===== src/rtl/seq_alu_if.sv =====
// rtl/seq_alu_if.sv - request/response bundle between the control unit and seq_alu
interface seq_alu_if #(
  parameter int WIDTH = 16
);
  logic             start;
  logic [3:0]       opcode;
  logic [WIDTH-1:0] operand1;
  logic [WIDTH-1:0] operand2;
  logic             ready;
  logic             busy;
  logic             done;
  logic [WIDTH-1:0] result;
  logic [WIDTH-1:0] result_hi;
  logic             flag;

  modport master (
    output start, opcode, operand1, operand2,
    input  ready, busy, done, result, result_hi, flag
  );

  modport slave (
    input  start, opcode, operand1, operand2,
    output ready, busy, done, result, result_hi, flag
  );
endinterface


===== src/rtl/seq_alu.sv =====
// rtl/seq_alu.sv - multi-cycle ALU: single-cycle logic/arith ops, iterative shift-add MUL and restoring DIV
module seq_alu #(
  parameter  int WIDTH = 16,
  localparam int SHW   = $clog2(WIDTH)
) (
  input  logic      clk,
  input  logic      reset_n,
  seq_alu_if.slave  bus
);

  typedef enum logic [1:0] {S_IDLE, S_MUL, S_DIV, S_DONE} state_t;

  state_t               state_q, state_d;
  logic [SHW-1:0]       cnt_q, cnt_d;
  logic [WIDTH-1:0]     opb_q, opb_d;
  logic [2*WIDTH-1:0]   acc_q, acc_d;
  logic [WIDTH-1:0]     res_q, res_d;
  logic [WIDTH-1:0]     hi_q, hi_d;
  logic                 flag_q, flag_d;

  logic                 ready;
  logic                 accept;
  logic [WIDTH-1:0]     op_a, op_b;
  logic [SHW-1:0]       shamt;
  logic [WIDTH:0]       add_w, sub_w;
  logic [2*WIDTH-1:0]   rol_w, ror_w;
  logic [WIDTH-1:0]     alu_res;
  logic                 alu_flag;

  logic [WIDTH:0]       mul_sum;
  logic [2*WIDTH-1:0]   mul_next;
  logic [WIDTH:0]       div_sh, div_diff;
  logic                 div_ge;
  logic [2*WIDTH-1:0]   div_next;

  assign ready  = (state_q == S_IDLE) || (state_q == S_DONE);
  assign accept = bus.start && ready;
  assign op_a   = bus.operand1;
  assign op_b   = bus.operand2;
  assign shamt  = op_b[SHW-1:0];

  assign add_w  = {1'b0, op_a} + {1'b0, op_b};
  assign sub_w  = {1'b0, op_a} - {1'b0, op_b};
  // Rotates: shift a doubled copy so bits leaving one end re-enter at the other.
  assign rol_w  = {op_a, op_a} << shamt;
  assign ror_w  = {op_a, op_a} >> shamt;

  always_comb begin
    alu_res  = '0;
    alu_flag = 1'b0;
    case (bus.opcode)
      4'h0: begin alu_res = add_w[WIDTH-1:0]; alu_flag = add_w[WIDTH]; end
      4'h1: begin alu_res = sub_w[WIDTH-1:0]; alu_flag = sub_w[WIDTH]; end
      4'h4: alu_res = op_a << shamt;
      4'h5: alu_res = op_a >> shamt;
      4'h6: alu_res = rol_w[2*WIDTH-1:WIDTH];
      4'h7: alu_res = ror_w[WIDTH-1:0];
      4'h8: alu_res = op_a & op_b;
      4'h9: alu_res = op_a | op_b;
      4'hA: alu_res = op_a ^ op_b;
      4'hB: alu_res = ~(op_a | op_b);
      4'hC: alu_res = ~(op_a & op_b);
      4'hD: alu_res = ~(op_a ^ op_b);
      4'hE: alu_res = {{(WIDTH-1){1'b0}}, (op_a > op_b)};
      4'hF: alu_res = {{(WIDTH-1){1'b0}}, (op_a == op_b)};
      default: alu_res = '0;
    endcase
  end

  // Shift-add: acc holds {partial high, remaining multiplier bits}; carry of the add drops into the top.
  assign mul_sum  = {1'b0, acc_q[2*WIDTH-1:WIDTH]} + (acc_q[0] ? {1'b0, opb_q} : '0);
  assign mul_next = {mul_sum, acc_q[WIDTH-1:1]};

  // Restoring divide: acc holds {remainder, dividend bits shifting out / quotient bits shifting in}.
  assign div_sh   = {acc_q[2*WIDTH-1:WIDTH], acc_q[WIDTH-1]};
  assign div_diff = div_sh - {1'b0, opb_q};
  assign div_ge   = ~div_diff[WIDTH];
  assign div_next = {(div_ge ? div_diff[WIDTH-1:0] : div_sh[WIDTH-1:0]), acc_q[WIDTH-2:0], div_ge};

  always_comb begin
    state_d = state_q;
    cnt_d   = cnt_q;
    opb_d   = opb_q;
    acc_d   = acc_q;
    res_d   = res_q;
    hi_d    = hi_q;
    flag_d  = flag_q;
    case (state_q)
      S_IDLE, S_DONE: begin
        state_d = S_IDLE;
        cnt_d   = '0;
        if (accept) begin
          if (bus.opcode == 4'h2) begin
            state_d = S_MUL;
            acc_d   = {{WIDTH{1'b0}}, op_a};
            opb_d   = op_b;
          end else if (bus.opcode == 4'h3 && op_b != '0) begin
            state_d = S_DIV;
            acc_d   = {{WIDTH{1'b0}}, op_a};
            opb_d   = op_b;
          end else if (bus.opcode == 4'h3) begin
            state_d = S_DONE;
            res_d   = '1;
            hi_d    = op_a;
            flag_d  = 1'b1;
          end else begin
            state_d = S_DONE;
            res_d   = alu_res;
            hi_d    = '0;
            flag_d  = alu_flag;
          end
        end
      end
      S_MUL: begin
        acc_d = mul_next;
        cnt_d = cnt_q + 1'b1;
        if (cnt_q == SHW'(WIDTH-1)) begin
          state_d = S_DONE;
          res_d   = mul_next[WIDTH-1:0];
          hi_d    = mul_next[2*WIDTH-1:WIDTH];
          flag_d  = |mul_next[2*WIDTH-1:WIDTH];
        end
      end
      S_DIV: begin
        acc_d = div_next;
        cnt_d = cnt_q + 1'b1;
        if (cnt_q == SHW'(WIDTH-1)) begin
          state_d = S_DONE;
          res_d   = div_next[WIDTH-1:0];
          hi_d    = div_next[2*WIDTH-1:WIDTH];
          flag_d  = 1'b0;
        end
      end
      default: state_d = S_IDLE;
    endcase
  end

  always_ff @(posedge clk or negedge reset_n) begin
    if (!reset_n) begin
      state_q <= S_IDLE;
      cnt_q   <= '0;
      opb_q   <= '0;
      acc_q   <= '0;
      res_q   <= '0;
      hi_q    <= '0;
      flag_q  <= 1'b0;
    end else begin
      state_q <= state_d;
      cnt_q   <= cnt_d;
      opb_q   <= opb_d;
      acc_q   <= acc_d;
      res_q   <= res_d;
      hi_q    <= hi_d;
      flag_q  <= flag_d;
    end
  end

  assign bus.ready     = ready;
  assign bus.busy      = (state_q == S_MUL) || (state_q == S_DIV);
  assign bus.done      = (state_q == S_DONE);
  assign bus.result    = res_q;
  assign bus.result_hi = hi_q;
  assign bus.flag      = flag_q;

endmodule


===== src/flat_wrapper.sv =====
// flat-port wrapper written by rule: the top's interface ports become plain ports
module seq_alu_flat 
#(
  parameter  int WIDTH = 16,
  localparam int SHW   = $clog2(WIDTH)
)
  (clk, reset_n, bus_start, bus_opcode, bus_operand1, bus_operand2, bus_ready, bus_busy, bus_done, bus_result, bus_result_hi, bus_flag);
  seq_alu_if #(.WIDTH(WIDTH)) bus_i ();
  input  logic clk;
  input  logic reset_n;
  input wire logic [$bits(bus_i.start)-1:0] bus_start;
  input wire logic [$bits(bus_i.opcode)-1:0] bus_opcode;
  input wire logic [$bits(bus_i.operand1)-1:0] bus_operand1;
  input wire logic [$bits(bus_i.operand2)-1:0] bus_operand2;
  output wire logic [$bits(bus_i.ready)-1:0] bus_ready;
  output wire logic [$bits(bus_i.busy)-1:0] bus_busy;
  output wire logic [$bits(bus_i.done)-1:0] bus_done;
  output wire logic [$bits(bus_i.result)-1:0] bus_result;
  output wire logic [$bits(bus_i.result_hi)-1:0] bus_result_hi;
  output wire logic [$bits(bus_i.flag)-1:0] bus_flag;
  assign bus_i.start = bus_start;
  assign bus_i.opcode = bus_opcode;
  assign bus_i.operand1 = bus_operand1;
  assign bus_i.operand2 = bus_operand2;
  assign bus_ready = bus_i.ready;
  assign bus_busy = bus_i.busy;
  assign bus_done = bus_i.done;
  assign bus_result = bus_i.result;
  assign bus_result_hi = bus_i.result_hi;
  assign bus_flag = bus_i.flag;
  seq_alu #(.WIDTH(WIDTH)) u_core (.clk(clk), .reset_n(reset_n), .bus(bus_i));
endmodule

===== config.mk =====
export PLATFORM = sky130hd
export DESIGN_NAME = seq_alu_flat
export DESIGN_NICKNAME = d
export VERILOG_FILES = /design/src/rtl/seq_alu_if.sv /design/src/rtl/seq_alu.sv /design/src/flat_wrapper.sv
export SDC_FILE = /design/constraint.sdc
export NUM_CORES = 1
export LEC_CHECK = 0
export CAP_MARGIN = 15
export CORE_UTILIZATION = 46
export CTS_CLUSTER_DIAMETER = 50
export CTS_CLUSTER_SIZE = 16
export DETAILED_ROUTE_END_ITERATION = 10
export PLACE_DENSITY = 0.67
export SLEW_MARGIN = 30
export SYNTH_ARGS = -nofsm -noshare
export SYNTH_HDL_FRONTEND = slang
export SYNTH_SLANG_ARGS = --single-unit

===== constraint.sdc =====
create_clock -name clk -period 3.06 [get_ports clk]
set_input_delay 0.612 -clock clk [delete_from_list [all_inputs] [get_ports clk]]
set_output_delay 0.612 -clock clk [all_outputs]
set_load 0.05 [all_outputs]

* Word-level counts from Yosys, hierarchy flattened *
Index checks and enable logic that the tools add are counted.

word-level totals
  logic and storage cells = 102
  bits of input ports = 39
  register bits = 87

cells by class
  bitwise logic cells = 7
  reductions and logical operators = 14
  equal/unequal tests = 27
  add/sub/neg operators = 5
  mux-type cells = 37
  order comparisons = 1
  shift-type cells = 4

operator list
  cell                                           number
  2-to-1 mux 16 bit                              16
  case mux 16 bit (14 select lines)              1
  2-to-1 mux 32 bit                              3
  case mux 16 bit (3 select lines)               2
  case mux 32 bit (3 select lines)               1
  inverter 16 bit                                3
  == test 4 bit, second input constant           9
  left shift 32 x 4 -> 32 bit                    1
  >> shifter 32 x 4 -> 16 bit                    1
  adder 16 x 16 -> 17 bit                        1
  adder 16 x 17 -> 17 bit                        1
  subtractor 16 x 16 -> 17 bit                   1
  subtractor 17 x 16 -> 17 bit                   1
  bitwise AND 16 bit                             1
  == test 16 bit                                 1
  == test 4 x 3 -> 1 bit, second input constant  4
  greater-than comparator 16 bit                 1
  bitwise OR 16 bit                              1
  nonzero test 16 bit                            1
  OR reduction 16 bit                            1
  left shift 16 x 4 -> 16 bit                    1
  >> shifter 16 x 4 -> 16 bit                    1
  bitwise XOR 16 bit                             1
  == test 4 x 2 -> 1 bit, second input constant  2
  23 further kinds                               39

* Logic depth before layout (Yosys ltp) *
Gate-level depths: netlist (run 1).

  word-level depth = 8
  mapped depth = 14
  mapped depth without buffers = 12

* Worst setup path after synthesis (run 1) *
No wires, ideal clock.

  path type = input to register
  start = input bus_operand2[2]
  end = register u_core.res_q[13] (netlist: u_core.bus.result[13])
  cell stages on the path = 13
  buffers on the path = 3
  arrival time = 3.147 ns
  setup slack = -0.211 ns
  path through = inv_1 > buf_1 > clkbuf_1 > ha_1 > buf_2 > nor3_1 > nor2b_1 > nor2_1 > o21ai_0 > o21ai_0 > a211o_1 > a21oi_1 > a21oi_1

between the ends
  longest elaborated chain between the ends = 7
  elaborated cells on any way between the ends = 16
  those cells by class = 2 x add/sub; 1 x eq/ne; 4 x shift; 6 x mux; 3 x reduce/logical

ends and longest elaborated chain
  what                                                        RTL line            text
  start: declaration                                          flat_wrapper.sv:14  input wire logic [$bits(bus_i.operand2)-1:0] bus_operand2;
  subtractor 16 x 16 -> 17 bit, or another cell as far along  seq_alu.sv:43       assign sub_w = {1'b0, op_a} - {1'b0, op_b};
  case mux 16 bit (14 select lines)                           seq_alu.sv:51       case (bus.opcode)
  2-to-1 mux 16 bit                                           seq_alu.sv:101      end else if (bus.opcode == 4'h3) begin
  2-to-1 mux 16 bit                                           seq_alu.sv:97       end else if (bus.opcode == 4'h3 && op_b != '0) begin
  2-to-1 mux 16 bit                                           seq_alu.sv:93       if (bus.opcode == 4'h2) begin
  2-to-1 mux 16 bit                                           seq_alu.sv:92       if (accept) begin
  case mux 16 bit (3 select lines)                            seq_alu.sv:88       case (state_q)
  end signal: assignment                                      seq_alu.sv:152      res_q <= res_d;
  end: declaration                                            seq_alu.sv:17       logic [WIDTH-1:0] res_q, res_d;

Parallel ways exist; a longest one is shown, timed or not. The select of a mux whose other input is x is not followed.
A chain may end at the register's enable or synchronous reset.

* Worst setup path in the final report (run 1) *
  start = input bus_operand1[2]
  end = register u_core.res_q[7] (netlist: u_core.bus.result[7])

between the ends
  longest elaborated chain between the ends = 7
  elaborated cells on any way between the ends = 12
  those cells by class = 2 x add/sub; 4 x shift; 6 x mux

ends and longest elaborated chain
  what                                                        RTL line            text
  start: declaration                                          flat_wrapper.sv:13  input wire logic [$bits(bus_i.operand1)-1:0] bus_operand1;
  subtractor 16 x 16 -> 17 bit, or another cell as far along  seq_alu.sv:43
  case mux 16 bit (14 select lines) (*)                       seq_alu.sv:51
  2-to-1 mux 16 bit (*)                                       seq_alu.sv:101
  2-to-1 mux 16 bit (*)                                       seq_alu.sv:97
  2-to-1 mux 16 bit (*)                                       seq_alu.sv:93
  2-to-1 mux 16 bit (*)                                       seq_alu.sv:92
  case mux 16 bit (3 select lines) (*)                        seq_alu.sv:88

Every way passes the cells marked *; elsewhere a longest branch is shown, timed or not. The select of a mux whose other input is x is not followed.

==> results of run 1 <==
repair_timing:
action                     4_1_cts  5_1_grt
setup endpoints to repair       45       48
gates cloned                     0        1
setup buffers                    6        9
hold buffers                     0        0
pin swaps                       17       42
gates resized for setup         36      108
hold endpoints to repair         0        0
cells by family after synthesis:
group | after synthesis
AO/OA/AOI/OAI | 492
AND/OR/NAND/NOR | 457
buffers and inverters | 189
adder cells (fa/ha/maj) | 89
flip-flops | 87
multiplexers | 59
XOR/XNOR | 25
power breakdown:
group	switching, mW	total [mW]	internal, mW
sequential	0.490	2.20	1.71
clock	0.584	1.16	0.579
combinational	5.63	9.71	4.09
state kept, by name, summed over array words and instances, names as in the netlist:
signal,count
u_core.acc_q,32
u_core.bus.flag,1
u_core.bus.result,16
u_core.bus.result_hi,16
u_core.cnt_q,4
u_core.opb_q,16
u_core.state_q,2
how the worst min path moves through the flow:
| stage | from | end | slack (ns) | cells after the start |
|---|---|---|---|---|
| 3_3_place_gp | u_core.cnt_q[0] | u_core.cnt_q[0] | 0.44 | 1 |
| 5_1_grt | reset_n | u_core.acc_q[27] | 0.34 | 1 |
| 4_1_cts | reset_n | u_core.acc_q[27] | 0.32 | 1 |
| 6_report | reset_n | u_core.acc_q[27] | 0.29 | 1 |
| 2_1_floorplan | reset_n | u_core.acc_q[0] | 0.32 | 0 |
| 3_5_place_dp | u_core.cnt_q[0] | u_core.cnt_q[0] | 0.45 | 1 |
cell usage in the layout (no fill, tap or decap), types with 23 or more instances in the layout:
master,count
a21o_1,25
mux4_2,27
nand3_1,30
buf_4,315
clkdlybuf4s50_1,58
a31oi_1,23
nor3_1,44
nand2_1,137
o21ai_0,110
nor2_1,125
mux2i_1,23
ha_1,73
a21oi_1,80
inv_1,80
dfrtp_1,87
routing by layer:
metal	part of all wire	up-vias
met5	0	-
met4	0.038	0
met3	0.10	123
met2	0.45	752
met1	0.41	6309
li1	-	5813
layout make-up:
type                    instances  area, um^2
multi-input cells            1122        8260
clock inverters                 7        78.8
well taps                     285         357
repair buffers                409        3440
inverters                      85         319
flip-flops and latches         87        2180
clock buffers                   9         225
fillers                      1993        7850
diodes                          1        2.50
worst reg2reg max path, cell delays in order (launching register included):
cell      delay (ns)
dfrtp_1         0.40
buf_6           0.15
buf_8           0.15
and2_4          0.17
ha_4            0.27
nor2_1          0.07
or3_1           0.38
or2_2           0.30
o221a_4         0.28
a22oi_2         0.18
nand4_1         0.14
o211ai_1        0.25
o211ai_1        0.12
metrics by stage:
step / worst slack (ns) / utilization / hold slack (ns) / std cells / TNS [ns]
4_1_cts: -0.00652 / 0.629 / 0.324 / 1994 / -0.0101
3_5_place_dp: -0.619 / 0.608 / 0.445 / 1972 / -16.42
3_3_place_gp: -0.554 / 0.608 / 0.441 / 1972 / -14.34
5_1_grt: -0.0389 / 0.654 / 0.340 / 2004 / -0.249
6_report: 0.00392 / 0.654 / 0.291 / 2005 / 0
2_1_floorplan: 0.0114 / - / 0.316 / 1398 / 0
==> results.py, run 1 <==
metrics = {
    "outcome": {
        "status": "finished clean",
    },
    "logic_synthesis": {
        "ys_ff_latch": 87,
        "synth.most_common_cell": "nand2_1",
        "synthCells": 1398,
        "synth_area_per_cell_um2": 7.64,
        "synth_top_family_by_area": "compound AO/OA/AOI/OAI gates",
        "yosysUniqueCellTypes": 88,
        "synth_edf_count": 0,
        "netlist.area_leader.share": 0.204,
        "synth_area_leaders": "dfrtp_1 (20%), ha_1 (10%), o21ai_0 (6.0%), mux4_2 (5.7%), nand2_1 (4.8%)",
        "muxShareOfSynthArea": 0.0880,
        "ys_async_sr_fraction": 1.00,
        "synth-compound-area-share": 0.309,
        "synthAdderAreaFrac": 0.107,
        "synth_top_flop_cell": "dfrtp_1",
        "ys_warn_count": 0,
        "syn_nets": 1526,
        "yosys.area_share.xor_xnor": 0.0205,
        "synth_top_area_cell": "dfrtp_1",
        "synth_common_cells": "nand2_1 (137), nor2_1 (129), o21ai_0 (127), a21oi_1 (88), dfrtp_1 (87)",
        "yosys.area_share.simple": 0.200,
        "ys_seq_area_frac": 0.204,
        "syn_area_mm2": 0.0107,
    },
    "pwr": {
        "ir_worst_vdd_v": 0.000723,
        "p_total_mw": 13.1,
        "p_leak_nw": 6.68,
        "p_per_area_mw_per_mm2": 880,
    },
    "place": {
        "gp_congestion": 1.01,
        "dpl-instance-area_mm2": 0.0138,
        "portBuffers": 74,
        "dp_hpwl_mm": 38.2,
    },
    "finish": {
        "area.growth.synth_to_final_pct": 39.1,
        "final_area_mm2": 0.0149,
        "drive_gt1_frac": 0.286,
        "nets": 1842,
    },
    "global_routing": {
        "met2_usage": 0.647,
        "grt_pass1_wl_mm": 72.8,
        "use_met1": 0.542,
        "grt_max_degree": 50,
        "grt_use_total": 0.403,
        "busiest_layer": "met2",
        "grt_antenna_before_repair": 1,
        "grt_overflow": 0,
        "grt_pass1_vias": 12100,
        "grt_util_met3": 0.0743,
    },
    "timing": {
        "relSlewSlack": 0.515,
        "tightest_slew_ns": 0.727,
        "fin_skew_ns": 0.0112,
        "fmax_mhz": 327,
        "hold_viol_final": 0,
        "slew_violations": 0,
        "fin_crit_ns": 3.06,
        "final-setup-viol-count": 0,
        "final.period_utilization": 0.999,
        "rsz0062_at_grt": "yes",
    },
    "floorplan": {
        "die_w_um": 154,
        "die_area_mm2": 0.0238,
        "io_pins": 75,
        "core_area_mm2": 0.0227,
        "die-height_um": 154,
        "start_util": 0.470,
        "core.rowCount": 55,
    },
    "clock_network": {
        "cts_tree": "done",
        "cts.sinks": 87,
        "cts_max_level": 3,
        "cts_buffer_depth": 2,
        "cts_root_buffer": "clkbuf_16",
        "clk_pin_slew_ns": 0.08,
        "cts_buffers": 9,
        "insertion_delay_ns": 0.36,
    },
    "setup_path": {
        "rr_endpoint": "u_core.bus.flag",
        "cp.arrival_ns": 3.28,
        "end_kind": "flip-flop",
        "crit_buf_inv": 4,
        "crit_family": "compound AO/OA/AOI/OAI gates",
        "r2r_cells": 12,
        "endpoint": "u_core.bus.result[7]",
        "r2r-start": "u_core.acc_q[0]",
        "path_cells": "clkdlybuf4s50_1 -> inv_1 -> ha_4 -> nor3_1 -> nor2b_2 -> o21bai_1 -> a21oi_1 -> nor2_1 -> buf_4 -> a221o_1 -> a211oi_1 -> buf_4 -> o21ai_0",
        "reg2reg_slack_ns": 0.05,
        "slowest_delay_ns": 0.51,
        "cp.required_ns": 3.28,
        "cp_max_fo": 4,
        "cpMostUsedCell": "buf_4",
        "cp-start-kind": "primary input",
        "cp-startpoint": "bus_operand1[2]",
        "path_depth": 13,
        "path_class": "primary input to flip-flop",
        "slowest_stage": "clkdlybuf4s50_1",
    },
    "detailed_routing": {
        "drt_iter0_drc": 1406,
        "vias": 13000,
        "ant_nets": 0,
        "drc_errors": 0,
        "drt_wl_total_mm": 48.3,
        "viasPerCell": 6.48,
        "dr.pass1.iters": 6,
        "wire_per_inst_um": 24.1,
    },
    "flow_run": {
        "maxCapViolCount": 0,
    },
    "min_path": {
        "hp-class": "primary input to asynchronous set/reset pin",
    },
}
(Power assumes the default switching activity.)
==> inputs of run 2 (changes only) <==
Settings changed: CORE_MARGIN set to 4.
==> results.py, run 2 (synthesis gave the netlist of run 1 again) <==
metrics = {
    "clock_network": {
        "cts_root_buffer": "clkbuf_16",
        "cts_max_level": 3,
        "cts_tree": "done",
        "cts_buffers": 9,
        "cts_buffer_depth": 2,
        "cts.hold.buffers_added": 0,
        "cts.sinks": 87,
        "insertion_delay_ns": 0.36,
        "clk_pin_slew_ns": 0.07,
    },
    "global_routing": {
        "grt_overflow": 0,
        "grt_max_degree": 51,
        "grt_use_total": 0.366,
        "grt_pass1_vias": 12300,
        "grt_pass1_wl_mm": 73.6,
        "grt_antenna_before_repair": 0,
    },
    "floorplan": {
        "start_util": 0.470,
        "die-height_um": 160,
        "core_area_mm2": 0.0227,
        "die_w_um": 160,
        "io_pins": 75,
        "die_area_mm2": 0.0257,
        "core.rowCount": 55,
    },
    "detailed_routing": {
        "vias": 12800,
        "wire_per_inst_um": 24.3,
        "drt_wl_total_mm": 48.7,
        "dr.pass1.iters": 7,
        "ant_nets": 0,
        "drc_errors": 0,
        "viasPerCell": 6.38,
        "drt_iter0_drc": 1475,
    },
    "finish": {
        "top_register": "u_core.acc_q",
        "final_cell_mix": "buf_4 (326), nand2_1 (137), nor2_1 (128)",
        "insertedDiodeCount": 0,
        "fin_cells": 2007,
        "largest_register_ffs": 32,
        "area.growth.synth_to_final_pct": 38.5,
        "drive_gt1_frac": 0.282,
        "final_area_mm2": 0.0148,
        "layout_commonest_cell": "buf_4",
        "fillers": 2003,
        "nets": 1845,
    },
    "timing": {
        "fin_skew_ns": 0.0128,
        "rsz0062_at_grt": "yes",
        "fin_ws_ns": -0.0218,
        "tightest_slew_ns": 0.688,
        "final.period_utilization": 1.01,
        "final-setup-viol-count": 2,
        "relSlewSlack": 0.541,
        "setup-tns-final_ns": -0.0303,
        "fmax_mhz": 324,
        "fin_crit_ns": 3.08,
        "hold_viol_final": 0,
        "whs_ns": 0.247,
        "slew_violations": 0,
    },
    "place": {
        "dp_hpwl_mm": 38.7,
        "portBuffers": 74,
        "dp_slack_ns": -0.693,
        "dp_cells": 1976,
        "dpl-instance-area_mm2": 0.0139,
        "gp_congestion": 1.09,
    },
    "pwr": {
        "ir_worst_vdd_v": 0.000651,
        "p_leak_nw": 6.66,
        "p_per_area_mw_per_mm2": 872,
    },
    "setup_path": {
        "cpMostUsedCell": "o211ai_1",
        "path_class": "flip-flop to flip-flop",
        "cp.arrival_ns": 3.30,
        "r2r-start": "u_core.acc_q[0]",
        "path_cells": "and2_4 -> ha_4 -> fa_2 -> a211oi_4 -> or2_4 -> o21ai_2 -> or3_4 -> a211oi_2 -> nand4_1 -> o211ai_1 -> o211ai_1",
        "slowest_stage": "dfrtp_1",
        "slowest_delay_ns": 0.40,
        "cp_max_fo": 3,
        "cp-start-kind": "flip-flop",
        "end_kind": "flip-flop",
        "cp.required_ns": 3.27,
        "cp-startpoint": "u_core.acc_q[0]",
    },
    "min_path": {
        "hp-class": "primary input to asynchronous set/reset pin",
    },
    "outcome": {
        "failed_checks": "negative setup slack",
        "status": "finished with violations",
    },
    "flow_run": {
        "maxCapViolCount": 0,
    },
}
[run 2: changes by cell type in the layout (fill, tap and decap cells not counted), moves of 3 or more]
cell and delta:
a21oi_1 +4, a211oi_2 +3, a211oi_1 -3, ha_1 +3, buf_6 -8, inv_6 +3, nor2_1 +3, buf_4 +11
a21oi_2 -5
[run 2: timing repair]
item	in CTS	in global routing
pin swaps	22	35
setup endpoints to repair	45	42
setup buffers	11	6
gates resized for setup	49	70
gates cloned	0	0
[run 2: final timing paths]
path | end | slack, ns | cells past startpoint
max in group asynchronous | u_core.bus.result[4] | 2.13 | 2
min | u_core.acc_q[27] | 0.25 | 1
min in group clk | u_core.cnt_q[0] | 0.48 | 1
max reg2reg | u_core.bus.flag | -0.02 | 11
max | u_core.bus.flag | -0.02 | 11
min reg2reg | u_core.cnt_q[0] | 0.48 | 1
[run 2: power by group]
group,switching [mW],total [mW],internal [mW]
clock network,0.548,1.22,0.671
registers,0.489,2.20,1.72
logic,5.52,9.48,3.97
total,6.55,12.9,6.35
[run 2: metal layers]
metal,vias to the layer above,wire (um),track usage
met2,722,22000,0.584
met3,140,4470,0.0734
met1,6143,20100,0.493
met4,0,2070,0.135
met5,-,0,0
li1,5802,-,-
[run 2: worst max-delay path, delay by kind of cell, from the launching register on]
kind	cells	cell delay [ns]
AOI/OAI and AO/OA	5	1.05
adders and majority gates	2	0.57
DFF	1	0.40
and+or+nand+nor	4	0.93
[run 2: area by class of cell]
| cell class | instances | area (um^2) | share of cell area |
|---|---|---|---|
| sequential | 87 | 2180 | 0.147 |
| tap | 285 | 357 | 0.0241 |
| clock inverter | 6 | 72.6 | 0.00491 |
| inverter | 85 | 319 | 0.0216 |
| multi-input combinational | 1122 | 8200 | 0.555 |
| clock buffer | 10 | 239 | 0.0162 |
| timing repair buffer | 412 | 3420 | 0.231 |
[run 2: per-stage QoR]
step / util / total power, mW
4_1_cts: 0.637 / 12.4
3_3_place_gp: 0.611 / 10.7
3_5_place_dp: 0.611 / 10.8
6_report: 0.651 / 12.9
2_1_floorplan: - / 7.49
5_1_grt: 0.651 / 13.6
==> inputs of run 3 (changes only) <==
Settings changed: HOLD_SLACK_MARGIN set to 0.1.
==> results of run 3 <==
Final layout, timing and power as in run 2 (identical DEF).
